--- config.mk ---
export PLATFORM = sky130hd
export DESIGN_NAME = aes_round_router
export DESIGN_NICKNAME = d
export VERILOG_FILES = /design/src/rtl/aes_round_router.sv
export SDC_FILE = /design/constraint.sdc
export NUM_CORES = 1
export LEC_CHECK = 0
export CAP_MARGIN = 20
export CORE_ASPECT_RATIO = 1.2
export CORE_UTILIZATION = 46
export DETAILED_ROUTE_END_ITERATION = 7
export PLACE_DENSITY_LB_ADDON = 0.05
export SLEW_MARGIN = 20
export SYNTH_ARGS = -nofsm -noshare
export SYNTH_HDL_FRONTEND = slang
export SYNTH_SLANG_ARGS = --single-unit
--- constraint.sdc ---
create_clock -name clk -period 4.3 [get_ports clk]
set_input_delay 1.29 -clock clk [delete_from_list [all_inputs] [get_ports clk]]
set_output_delay 1.29 -clock clk [all_outputs]
set_load 0.05 [all_outputs]
--- src/rtl/aes_round_router.sv ---
`default_nettype none
// ============================================================================
// Module      : aes_round_router
// Description : Registered 1-to-N router for round state / key words. Each
//               accepted word goes to exactly one of N_OUT round-stage
//               consumers. The destination is either an explicit select
//               (mode=0) or an internal round counter that advances on every
//               accepted mode-1 word. All channels use valid/ready flow
//               control through a single one-entry output register.
// Ports       :
//   clk, rst           clock, synchronous active-high reset
//   mode               0 = explicit select, 1 = auto round sequence
//   in_sel             destination channel (mode 0 only)
//   in_data/valid/ready  upstream handshake
//   seq_clr            clear round counter (wins over an increment)
//   out_data           shared registered output bus
//   out_valid          one-hot channel valid
//   out_ready          per-channel consumer ready
//   rnd_cnt            current round counter
//   seq_last           held word is the last round of a sequence
//   err                one-cycle pulse when an out-of-range select is dropped
// Revision    : 1.0 - initial release
// ============================================================================
module aes_round_router #(
    parameter int DATA_W = 128,
    parameter int N_OUT  = 11,
    parameter int SEL_W  = $clog2(N_OUT)
) (
    input  logic              clk,
    input  logic              rst,
    input  logic              mode,
    input  logic [SEL_W-1:0]  in_sel,
    input  logic [DATA_W-1:0] in_data,
    input  logic              in_valid,
    output logic              in_ready,
    input  logic              seq_clr,
    output logic [DATA_W-1:0] out_data,
    output logic [N_OUT-1:0]  out_valid,
    input  logic [N_OUT-1:0]  out_ready,
    output logic [SEL_W-1:0]  rnd_cnt,
    output logic              seq_last,
    output logic              err
);

    localparam logic [SEL_W-1:0] c_LAST_CH  = SEL_W'(N_OUT - 1);
    // One bit wider than the select so N_OUT itself is representable
    // (N_OUT=16 with SEL_W=4).
    localparam logic [SEL_W:0]   c_N_OUT_EXT = (SEL_W + 1)'(N_OUT);

    logic [DATA_W-1:0] r_out_data;
    logic [N_OUT-1:0]  r_out_valid;
    logic [SEL_W-1:0]  r_rnd_cnt;
    logic              r_seq_last;
    logic              r_err;

    logic              w_drain;
    logic              w_in_ready;
    logic              w_accept;
    logic [SEL_W-1:0]  w_ch;
    logic              w_in_range;
    logic [N_OUT-1:0]  w_onehot;
    logic              w_cnt_last;

    // Ready bits of idle channels are masked by out_valid, so they cannot
    // cause a spurious drain.
    assign w_drain    = |(r_out_valid & out_ready);
    // One-entry pipeline: accept when empty or when the held word leaves now.
    assign w_in_ready = ~(|r_out_valid) | w_drain;
    assign w_accept   = in_valid & w_in_ready;
    assign w_ch       = mode ? r_rnd_cnt : in_sel;
    assign w_in_range = ({1'b0, w_ch} < c_N_OUT_EXT);
    assign w_onehot   = {{(N_OUT-1){1'b0}}, 1'b1} << w_ch;
    assign w_cnt_last = (r_rnd_cnt == c_LAST_CH);

    always_ff @(posedge clk) begin
        if (rst) begin
            r_out_data  <= '0;
            r_out_valid <= '0;
            r_rnd_cnt   <= '0;
            r_seq_last  <= 1'b0;
            r_err       <= 1'b0;
        end else begin
            // Output register: load on a routed accept, clear on a plain
            // drain, otherwise hold. A dropped (out-of-range) accept can only
            // happen when empty or draining, so clearing covers that case.
            if (w_accept && w_in_range) begin
                r_out_data  <= in_data;
                r_out_valid <= w_onehot;
                r_seq_last  <= mode & w_cnt_last;
            end else if (w_drain) begin
                r_out_valid <= '0;
                r_seq_last  <= 1'b0;
            end

            r_err <= w_accept & ~w_in_range;

            // Clear wins over increment; a word accepted alongside the clear
            // has already been routed with the pre-clear count above.
            if (seq_clr) begin
                r_rnd_cnt <= '0;
            end else if (w_accept && mode) begin
                r_rnd_cnt <= w_cnt_last ? '0 : r_rnd_cnt + 1'b1;
            end
        end
    end

    assign in_ready  = w_in_ready;
    assign out_data  = r_out_data;
    assign out_valid = r_out_valid;
    assign rnd_cnt   = r_rnd_cnt;
    assign seq_last  = r_seq_last;
    assign err       = r_err;

endmodule
`default_nettype wire
# [Word-level counts from Yosys, hierarchy flattened]
# Cells that the tools add are included.
[totals] in_bits=148 out_inout_bits=146 reg_bits=145 wordCells=28
[classes] n_shift=1 bitwise_logic=7 reduce_logical=6 eq_ne=1 addsub=1 n_mux=6 order_cmp=1
[ops] op="$mux 11" count=2
[ops] op="$reduce_or 11->1" count=2
[ops] op="$and 11x11->11" count=1
[ops] op="$shl 1x4->11 const A" count=1
[ops] op="$mux 4" count=2
[ops] op="$add 4x1->4 const B" count=1
[ops] op="$eq 4x4->1 const B" count=1
[ops] op="$lt 4x4->1 const B" count=1
[ops] op="$and 1x1->1" count=3
[ops] op="$logic_and 1x1->1" count=2
[ops] op="$mux 1" count=2
[ops] op="$not 1->1" count=2
[ops] op="$reduce_bool 2->1" count=1
[ops] op="$reduce_or 2->1" count=1
[ops] op="$or 1x1->1" count=1

# [Longest topological paths before layout]
[logic_depth] depth_word=6 depth_mapped=8

# [Worst setup path before layout]
# No wires, ideal clock.
[synth_path] path_kind="input port to output port" startpoint="in out_ready[2]" endpoint="out in_ready" path_buffers=0 required_ns=3.010 arrival_time_ns=2.505 stages=4 path_slack_ns=0.505 cell_sequence="a22oi_1 > nand2_1 > nor3_2 > nand2_1"
[synth_via] elab_chain_cells=3
[synth_lines] item="start, declared" line="39" rtl="input logic [N_OUT-1:0] out_ready,"
[synth_lines] item="$and 11x11->11" line="66" rtl="assign w_drain = |(r_out_valid & out_ready);"
[synth_lines] item="$reduce_or 11->1" line="66"
[synth_lines] item="$or 1x1->1" line="68" rtl="assign w_in_ready = ~(|r_out_valid) | w_drain;"
[synth_lines] item="end, declared" line="35" rtl="output logic in_ready,"
# No other way between the ends.

# [Worst setup path after layout]
# Same ends and word-level chain as after synthesis.

==> results by group <==
Floorplanning
  • Die height: around 140 um
  • Die area: around 15000 sq um
  • DIE WIDTH: between 100 and 150 um
  • Num ports: 294
  • Floorplan row count: between 40 and 50
  • Core area: around 14000 sq um
  • Initial core utilization: a little under half

Global route
  • Total congestion overflow: 0
  • Vias in the first global route: just under 6000
  • GRT Util Overall: 23.4%
  • Global-route wire length before repair: between 20000 and 30000 um
  • Largest net degree at the start of global routing: 140
  • Initial antenna violation count: 0

Route
  • ANT nets after route: 0
  • Vias per inst: 4.94
  • DRT iter0 DRCs: roughly 240
  • WL/cell: between 15 and 20 um
  • Final WL: between 15000 and 20000 um
  • 1st-pass router iterations: 4
  • DR DRC count: 0
  • Via count: between 5000 and 6000

Clock network
  • Inserted Clock Buffers: 17
  • Post-CTS sizing: 0
  • Clk_lat worst skew: 0.42 ns
  • Setup Fix Bufs, Post-CTS: 0
  • CTS Hold Bufs: 0
  • CTS tree: done
  • CTS root buf: clkbuf_16
  • Clock-pin slew on the worst setup and hold paths: 0.06 ns
  • Clock sink count: around 150
  • CTS Buffer Depth: 2
  • H-Tree Depth: 4

STA
  • Peak Freq: about 260 MHz
  • WHS: 0.470 ns
  • Max_slew headroom: between 60 and 70%
  • RSZ-0062 raised after global routing: false
  • Clock skew: 0.00734 ns
  • Final setup fails: 0
  • Post-route minimum period: ~3.8 ns
  • Worst slew pin tran: around 0.59 ns
  • Count of final hold-check violations: 0
  • Total negative slack: 0 ns
  • Slew Viols, Final: 0
  • Fin crit share: between 80% and 90%
  • Setup ws final: between 0.4 and 0.5 ns

Power
  • Internal power: about 3.0 mW
  • Comb pwr share: approximately a quarter
  • Sw frac: roughly 30%
  • Worst VDD drop: between 0.2 and 0.25 mV
  • Pwr dens: roughly 420 nW/um^2
  • Clock share of power: 38.5%
  • Seq pwr share: 35.0%
  • Switching power: about 1.3 mW
  • Pleak: 3.95 nW

Critical path
  • Reg2Reg Setup Slack: ~2.0 ns
  • Startpoint types: input pin
  • Worst-path fanout max: 2
  • Kind of critical path: input pin to output port
  • Signal arrival time at the worst endpoint: between 2 and 3 ns
  • Max incr delay on CP: 0.40 ns
  • Worst Setup End Kind: output port
  • WP buf/inv: 2
  • Slowest-stage cell, CP: clkdlybuf4s50_1
  • CP Cell Sequence: clkdlybuf4s50_1 -> a22oi_1 -> nand2_1 -> nor3_2 -> nand2_1 -> buf_4
  • Most used cell, CP: nand2_1
  • CP required: 3.01 ns
  • Delay-heaviest family, CP: buffers and inverters

Synth
  • Cells after synthesis: around 680
  • Asr flop ratio synth: 0%
  • Mapped cell area: just under 7000 sq um
  • Multiplexer area fraction after synthesis: 19.1%
  • Synth top area share: 42.2%
  • Adder-cell share of the synthesized area: 0%
  • Largest family of logic cells by synthesized area: simple AND/OR/NAND/NOR gates
  • Avg Inst Size Synth: between 10 and 15 sq um
  • Syn. warnings: 0
  • Number of enable flip-flop cells after synthesis: 0
  • Post-synth top area cell: dfxtp_1
  • Yosys cell types: 43
  • Compound-gate portion of the synthesized area: 4.97%
  • Simple-gate portion of the synthesized area: around 28%
  • Synth Flop Type: dfxtp_1
  • Post-Synth XOR/XNOR Area: 0%
  • Register area share after synthesis: a little over two fifths
  • Top cells by area, synth: dfxtp_1, nand2b_1, mux2i_1, buf_12, clkbuf_1
  • Synth Register Bits: ~150
  • Syn_nets: between 800 and 900

Final layout
  • # nets final: approximately 1100
  • Number of antenna repair diodes: 0
  • Synth-to-Final Area Change: 51.6%
  • Layout cells sized above 1: 5.30%
  • Fin area: between 10000 and 15000 sq um

Worst hold path
  • Worst hold path type: register to register

Place
  • RD Place Congestion: 0.941
  • Port bufs: approximately 300
  • Placement Cell Area: 9750 sq um
  • Setup WS pre-CTS: 0.492 ns
  • DP HPWL: 13600 um

Flow run
  • Max-Cap Viols: 0

Outcome
  • Outcome: finished, final reports clean
-- cell families (layout without fill, tap and decap cells) --
kind of cell | count (synthesis) | count (layout)
DFF | 145 | 145
and+or+nand+nor | 311 | 311
buffers and inverters | 50 | 332
muxes | 131 | 131
AOI/OAI and AO/OA | 44 | 44
-- worst register-to-register path, delay by kind of cell (launching register included) --
family | cells | cell delay [ns]
and+or+nand+nor | 2 | 0.89
DFF | 1 | 0.35
AOI/OAI and AO/OA | 1 | 0.33
buffers and inverters | 1 | 0.33
muxes | 1 | 0.28
-- per-layer routing --
layer  global-route usage, %  wire length, um  up-vias
li1                        -                -     2810
met2                    43.5             9600      203
met4                    12.7              722        0
met3                    6.78             1190       45
met5                       0                0        -
met1                    23.4             6940     2683
-- synthesized netlist by cell type (2+ instances only) --
cell / number
nand3_1: 3
or4_4: 2
nor2b_1: 5
and2_1: 3
nor3_1: 4
or3_1: 2
a32o_1: 4
a22oi_1: 5
buf_8: 3
nand2b_1: 258
nor2_1: 9
nor3b_1: 2
buf_12: 11
o21ai_0: 7
clkbuf_1: 34
dfxtp_1: 145
nand2_1: 15
a21oi_1: 6
mux2i_1: 129
a21oi_2: 3
a22o_1: 9
-- state kept, by name, indices dropped and copies added (netlist names) --
signal,flops
rnd_cnt,4
seq_last,1
out_data,128
out_valid,11
err,1
-- power groups by stage --
stage	combinational (mW)	clock, mW	sequential, mW
2_1_floorplan	0.395	0	1.92
3_3_place_gp	1.13	0	1.54
3_5_place_dp	1.15	0	1.54
4_1_cts	1.16	1.70	1.52
5_1_grt	1.20	1.76	1.53
6_report	1.15	1.67	1.52
-- layout by cell type, fill, tap and decap left out, types with 4 or more instances in the layout --
cell type / instances
nor3_1: 4
clkinvlp_4: 4
nor2b_1: 5
clkdlybuf4s50_1: 291
o21ai_0: 7
buf_12: 4
a22oi_1: 5
dfxtp_1: 145
a22o_1: 9
nand2_1: 15
buf_4: 5
a21oi_1: 6
bufinv_16: 6
nand2b_1: 258
nor2_1: 9
clkbuf_16: 17
a32o_1: 4
mux2i_1: 129
-- stage by stage --
step	cells	power (mW)	util, %
2_1_floorplan	681	2.32	-
3_3_place_gp	1131	2.67	67.4
3_5_place_dp	1131	2.70	67.4
4_1_cts	1163	4.38	72.1
5_1_grt	1163	4.48	72.1
6_report	1163	4.33	72.1
-- worst paths after layout --
check | from | to | cells after the start
max | out_ready[2] | in_ready | 6
min | out_data[114] | out_data[114] | 2
min reg2reg | out_data[114] | out_data[114] | 2
max reg2reg | out_valid[10] | out_data[51] | 5
-- final cells by class --
cell class | instances | area, sq um
multi-input combinational | 486 | 3570
tap | 200 | 250
sequential | 145 | 2900
timing repair buffer | 300 | 3030
fill | 1108 | 4050
clock inverter | 13 | 233
clock buffer | 19 | 443
Note: power is estimated with default switching activity, not from simulation.
==> RTL change 1 (same flow settings) <==
`DATA_W`: 128 -> 120.
--- a/src/rtl/aes_round_router.sv
+++ b/src/rtl/aes_round_router.sv
@@ -23,5 +23,5 @@
 // ============================================================================
 module aes_round_router #(
-    parameter int DATA_W = 128,
+    parameter int DATA_W = 120,
     parameter int N_OUT  = 11,
     parameter int SEL_W  = $clog2(N_OUT)
Ports: changed (resized in_data and out_data); port bits go from 294 to 278. The function was not compared with the original's and may differ.
==> RTL change 1 against the unedited design <==
- sequential power shrank 5%
- setup slack lost 230 ps
- routed wire length shrank 13%
- sequential cell count shrank 8
- synthesized area shrank 27%
- clock skew grew 2.3 ps
- synthesized cell count shrank 8.2%
- cell area shrank 18%
- global-route usage grew 4.2 points
- total power shrank 5.9%
- worst hold slack lost 20 ps
- critical path depth shrank 1
- via count shrank 6.3%
- critical path type unchanged
==> RTL change 1: results (changes against the unedited design) <==
[worst_setup_path]
cp.arrival_ps = 2760  ; +240 ps
r2r_cells = 6  ; +1
r2r_slack_ps = 1760  ; -280 ps
reg2reg_to = out_valid[9]

[cells_and_area]
drive_gt1_share_pct = 5.568  ; +0.27 points
fin_nets = 1027  ; -6.5%
largest_reg_flops = 120  ; -6.3%
antenna_cells = 0  ; unchanged

[synthesis]
async_flop_share_pct = 0  ; unchanged
syn_nets = 765  ; -7.7%
synthCells = 625  ; -8.2%
synth_common_cells = 249 x nand2_1, 137 x dfxtp_1, 122 x a21oi_1
ys_seq_area_share_pct = 54.73  ; +13 points
synth_area_leaders = dfxtp_1 55%, nand2_1 19%, a21oi_1 12%
synth.distinct_cells = 37  ; -14%

[sta]
relSlewSlack_pct = 44.27  ; -17 points
skew_ps = 9.595  ; +2.252 ps

[run_status]
status = complete, no violations

[detailed_routing]
first_pass_iters = 6  ; +2
via_count = 5378  ; -6.3%
avgViaCountPerCell = 5.237  ; +6.1%
wl_per_cell_um = 15.73  ; -0.93%
drt_iter0_markers = 216  ; -11%

[min_path]
hold_start = out_data[52]
hold_path_end = out_data[52]

[clock_tree]
path_clk_slew_ps = 50
cts.path.max_buffers = 2  ; unchanged
clk_latency_ps = 410

[placement]
hpwl_mm = 11.11  ; -18%
portBuffers = 277  ; -5.5%
placed_area_mm2 = 0.007918  ; -19%
place_congestion = 0.9118  ; -3.1%

[global_route]
track_usage_pct = 27.57  ; +4.2 points
antenna_found_initial = 0  ; unchanged
grt_max_degree = 82  ; -41%
grt_pass1_wl_mm = 24.70  ; -12%
grt_pass1_vias = 5132  ; -11%

[pwr]
switching_share_pct = 31.70  ; +1.9 points
leakagePower_nw = 3.175  ; -20%
peakVddDrop_mv = 0.3147  ; +44%

==> RTL change 1: changes by cell type after synthesis, sizes merged, moves of 3 or more <==
cell	delta
inv	+4
dfxtp	-8
a22oi	-5
nor2	-3
nand2	+234
a21oi	+113
a32o	-4
nand2b	-257
o2bb2ai	+11
mux2i	-127
buf	-3
nor2b	-3
and2	-3
a22o	-4
==> RTL change 1: kinds of logic (layout without fill, tap and decap cells) <==
family,count (synthesis),after routing,synth area share (%)
and+or+nand+nor,280,280,22.65
AOI/OAI and AO/OA,157,157,18.23
DFF,137,137,54.73
buffers and inverters,49,322,3.995
muxes,2,2,0.3995
==> RTL change 1: metrics by stage <==
stage | setup slack, ps | hold slack (ps) | utilization (%)
floorplan | 615.8 | 671.8 | -
global placement | 340.5 | 440.1 | 74.92
detailed placement | 270.0 | 446.1 | 74.92
CTS | 264.6 | 453.6 | 80.83
global route | 216.5 | 464.1 | 80.83
finish | 254.3 | 449.5 | 80.83
==> RTL change 1: per-layer routing <==
metal,global-route usage [%],vias to the layer above,share of wire [%],wire length (um)
li1,-,2602,-,-
met1,30.20,2514,38,6190
met2,49.86,222,52,8428
met3,7.002,40,6.0,966
met4,14.22,0,3.5,567
met5,0,-,0,0
==> RTL change 1: worst register-to-register path, cell delays in order, from the launching register on <==
cell and delay (ps):
dfxtp_1 360, or4_4 570, o32ai_4 440, a2bb2oi_4 220, buf_4 440, nand4b_1 240
o2bb2ai_1 200
==> RTL change 1: area by class of cell <==
| cell class | instances | area [um2] |
|---|---|---|
| inverter | 4 | 15.01 |
| tap | 129 | 161.4 |
| timing repair buffer | 288 | 2900 |
| clock buffer | 19 | 452.9 |
| sequential | 137 | 2743 |
| fill | 719 | 2026 |
| multi-input combinational | 439 | 2098 |
| clock inverter | 11 | 171.4 |
==> RTL change 1: how the worst max path moves through the flow <==
stage,from,end,slack [ps],cells after the start
after floorplan,out_ready[0],in_ready,620,2
after global placement,out_ready[5],in_ready,340,5
after detailed placement,out_ready[4],in_ready,270,5
after CTS,out_ready[4],in_ready,260,5
after global routing,out_ready[4],in_ready,220,5
final,out_ready[4],in_ready,250,5
==> RTL change 1: power groups by stage <==
stage	registers [mW]	clock network (mW)	logic [mW]
finish	1.44	1.53	1.11
global route	1.45	1.61	1.17
CTS	1.44	1.55	1.12
detailed placement	1.46	0	1.11
global placement	1.46	0	1.09
floorplan	1.84	0	0.288
==> RTL change 2 (same flow settings) <==
Made on the original files. Make the reset (`rst`) asynchronous in one clocked block. Comments in the files are not updated.
--- a/src/rtl/aes_round_router.sv
+++ b/src/rtl/aes_round_router.sv
@@ -73,5 +73,5 @@
     assign w_cnt_last = (r_rnd_cnt == c_LAST_CH);
 
-    always_ff @(posedge clk) begin
+    always_ff @(posedge clk or posedge rst) begin
         if (rst) begin
             r_out_data  <= '0;
Formal check against the unedited RTL: differs if rst is asserted again (counterexample within 4 cycles, from zero or initial values and one cycle with rst high); with rst held inactive, the same outputs for 10 cycles.
==> RTL change 2 against the unedited design <==
- cell area is 9.4% lower
- setup slack got worse by 89 ps
- routed wire length shrank 16%
- synthesized area is 17% lower
- sequential cell count stayed put
- clock skew up 4.0 ps
- non-clock buffer count is 1 lower
- critical endpoint unchanged
- largest cell class is now flip-flops and latches
Power is not shown: default switching activity piles up to over one toggle a cycle in this logic, so the estimate is an artifact.
==> RTL change 2: results (changes against the unedited design) <==
[worst_setup_path]
crit_path_end = in_ready
r2r-start = out_valid[2]
r2r_cells = 5  ; unchanged
r2r_slack_ps = 1690  ; -350 ps
cp.arrival_ps = 2610  ; +90 ps
cp_max_fo = 4  ; +2
reg2reg_to = out_data[22]

[placement]
hpwl_mm = 11.35  ; -17%
place_congestion = 0.7715  ; -18%

[cells_and_area]
drive_gt1_share_pct = 12.31  ; +7.0 points
largest_reg_flops = 128  ; unchanged
fin_nets = 813  ; -26%
antenna_cells = 0  ; unchanged

[synthesis]
syn_nets = 511  ; -38%
synth_area_leaders = dfrtp_1 64%, mux2_1 17%, mux2_2 8.1%
synth_fa_ha_area_share_pct = 0.4382  ; +0.44 points
synth.distinct_cells = 34  ; -21%
async_flop_share_pct = 100.0  ; +100 points
synth_compound_area_share_pct = 3.900  ; -1.1 points
synthMuxAreaShare_pct = 26.49  ; +7.4 points
ys_warn_count = 0  ; unchanged
ys_seq_area_share_pct = 63.54  ; +21 points
synth_common_cells = 145 x dfrtp_1, 88 x mux2_1, 41 x mux2_2

[clock_tree]
cts.path.max_buffers = 2  ; unchanged
postCtsSetupRepairBufs = 0  ; unchanged

[run_status]
status = complete, no violations

[sta]
relSlewSlack_pct = 47.15  ; -14 points
skew_ps = 11.39  ; +4.045 ps

[global_route]
track_usage_pct = 24.02  ; +0.61 points
antenna_found_initial = 0  ; unchanged
grt_pass1_wl_mm = 23.27  ; -17%
grt_max_degree = 146  ; +4.3%
grt_pass1_vias = 4354  ; -24%

[detailed_routing]
wl_per_cell_um = 18.68  ; +18%
first_pass_iters = 4  ; unchanged
avgViaCountPerCell = 5.061  ; +2.5%
drt_iter0_markers = 146  ; -40%

[min_path]
hp-class = register to register

RTL change 2: cell type report:
| cell class | instances | area (um2) |
|---|---|---|
| flip-flops and latches | 145 | 3628 |
| repair buffers | 299 | 3038 |
| fillers | 772 | 2668 |
| multi-input cells | 194 | 1938 |
| inverters | 6 | 26.28 |
| clock inverters | 9 | 131.4 |
| well taps | 161 | 201.4 |
| clock buffers | 21 | 480.5 |
RTL change 2: worst min path at each step:
| stage | startpoint | to | slack, ps | cells after the start |
|---|---|---|---|---|
| floorplan | seq_last | seq_last | 770 | 2 |
| global placement | out_data[92] | out_data[92] | 470 | 1 |
| detailed placement | out_data[96] | out_data[96] | 480 | 1 |
| CTS | out_data[59] | out_data[59] | 490 | 1 |
| global route | out_data[55] | out_data[55] | 500 | 1 |
| finish | out_data[59] | out_data[59] | 490 | 1 |
RTL change 2: cells by family (layout without fill, tap and decap cells):
family                   Yosys count  after routing
AO/OA/AOI/OAI                     25             25
adder cells (fa/ha/maj)            2              2
buffers and inverters             22            335
flip-flops                       145            145
multiplexers                     135            135
AND/OR/NAND/NOR                   32             32
RTL change 2: worst max-delay path: stages:
cell             delay (ps)
clkdlybuf4s50_1         400
a222oi_1                520
nand3_1                 170
buf_4                   230
RTL change 2: stage by stage:
| stage | hold WS, ps | util, % | setup WS, ps | std cells | instance area, um2 |
|---|---|---|---|---|---|
| 4_1_cts | 492.8 | 77.92 | 384.9 | 835 | 9438 |
| 6_report | 487.9 | 77.98 | 398.4 | 835 | 9444 |
| 2_1_floorplan | 768.9 | - | 751.8 | 361 | 5714 |
| 3_3_place_gp | 473.5 | 72.87 | 434.2 | 805 | 8826 |
| 5_1_grt | 502.4 | 77.98 | 300.9 | 835 | 9444 |
| 3_5_place_dp | 480.8 | 72.87 | 392.3 | 805 | 8826 |
RTL change 2: per-layer routing:
metal,up-vias,GRT usage (%),wire (um)
met1,2066,27.34,5852
met3,34,7.954,1089
li1,1916,-,-
met4,0,10.80,504
met2,210,41.65,8149
met5,-,0,0
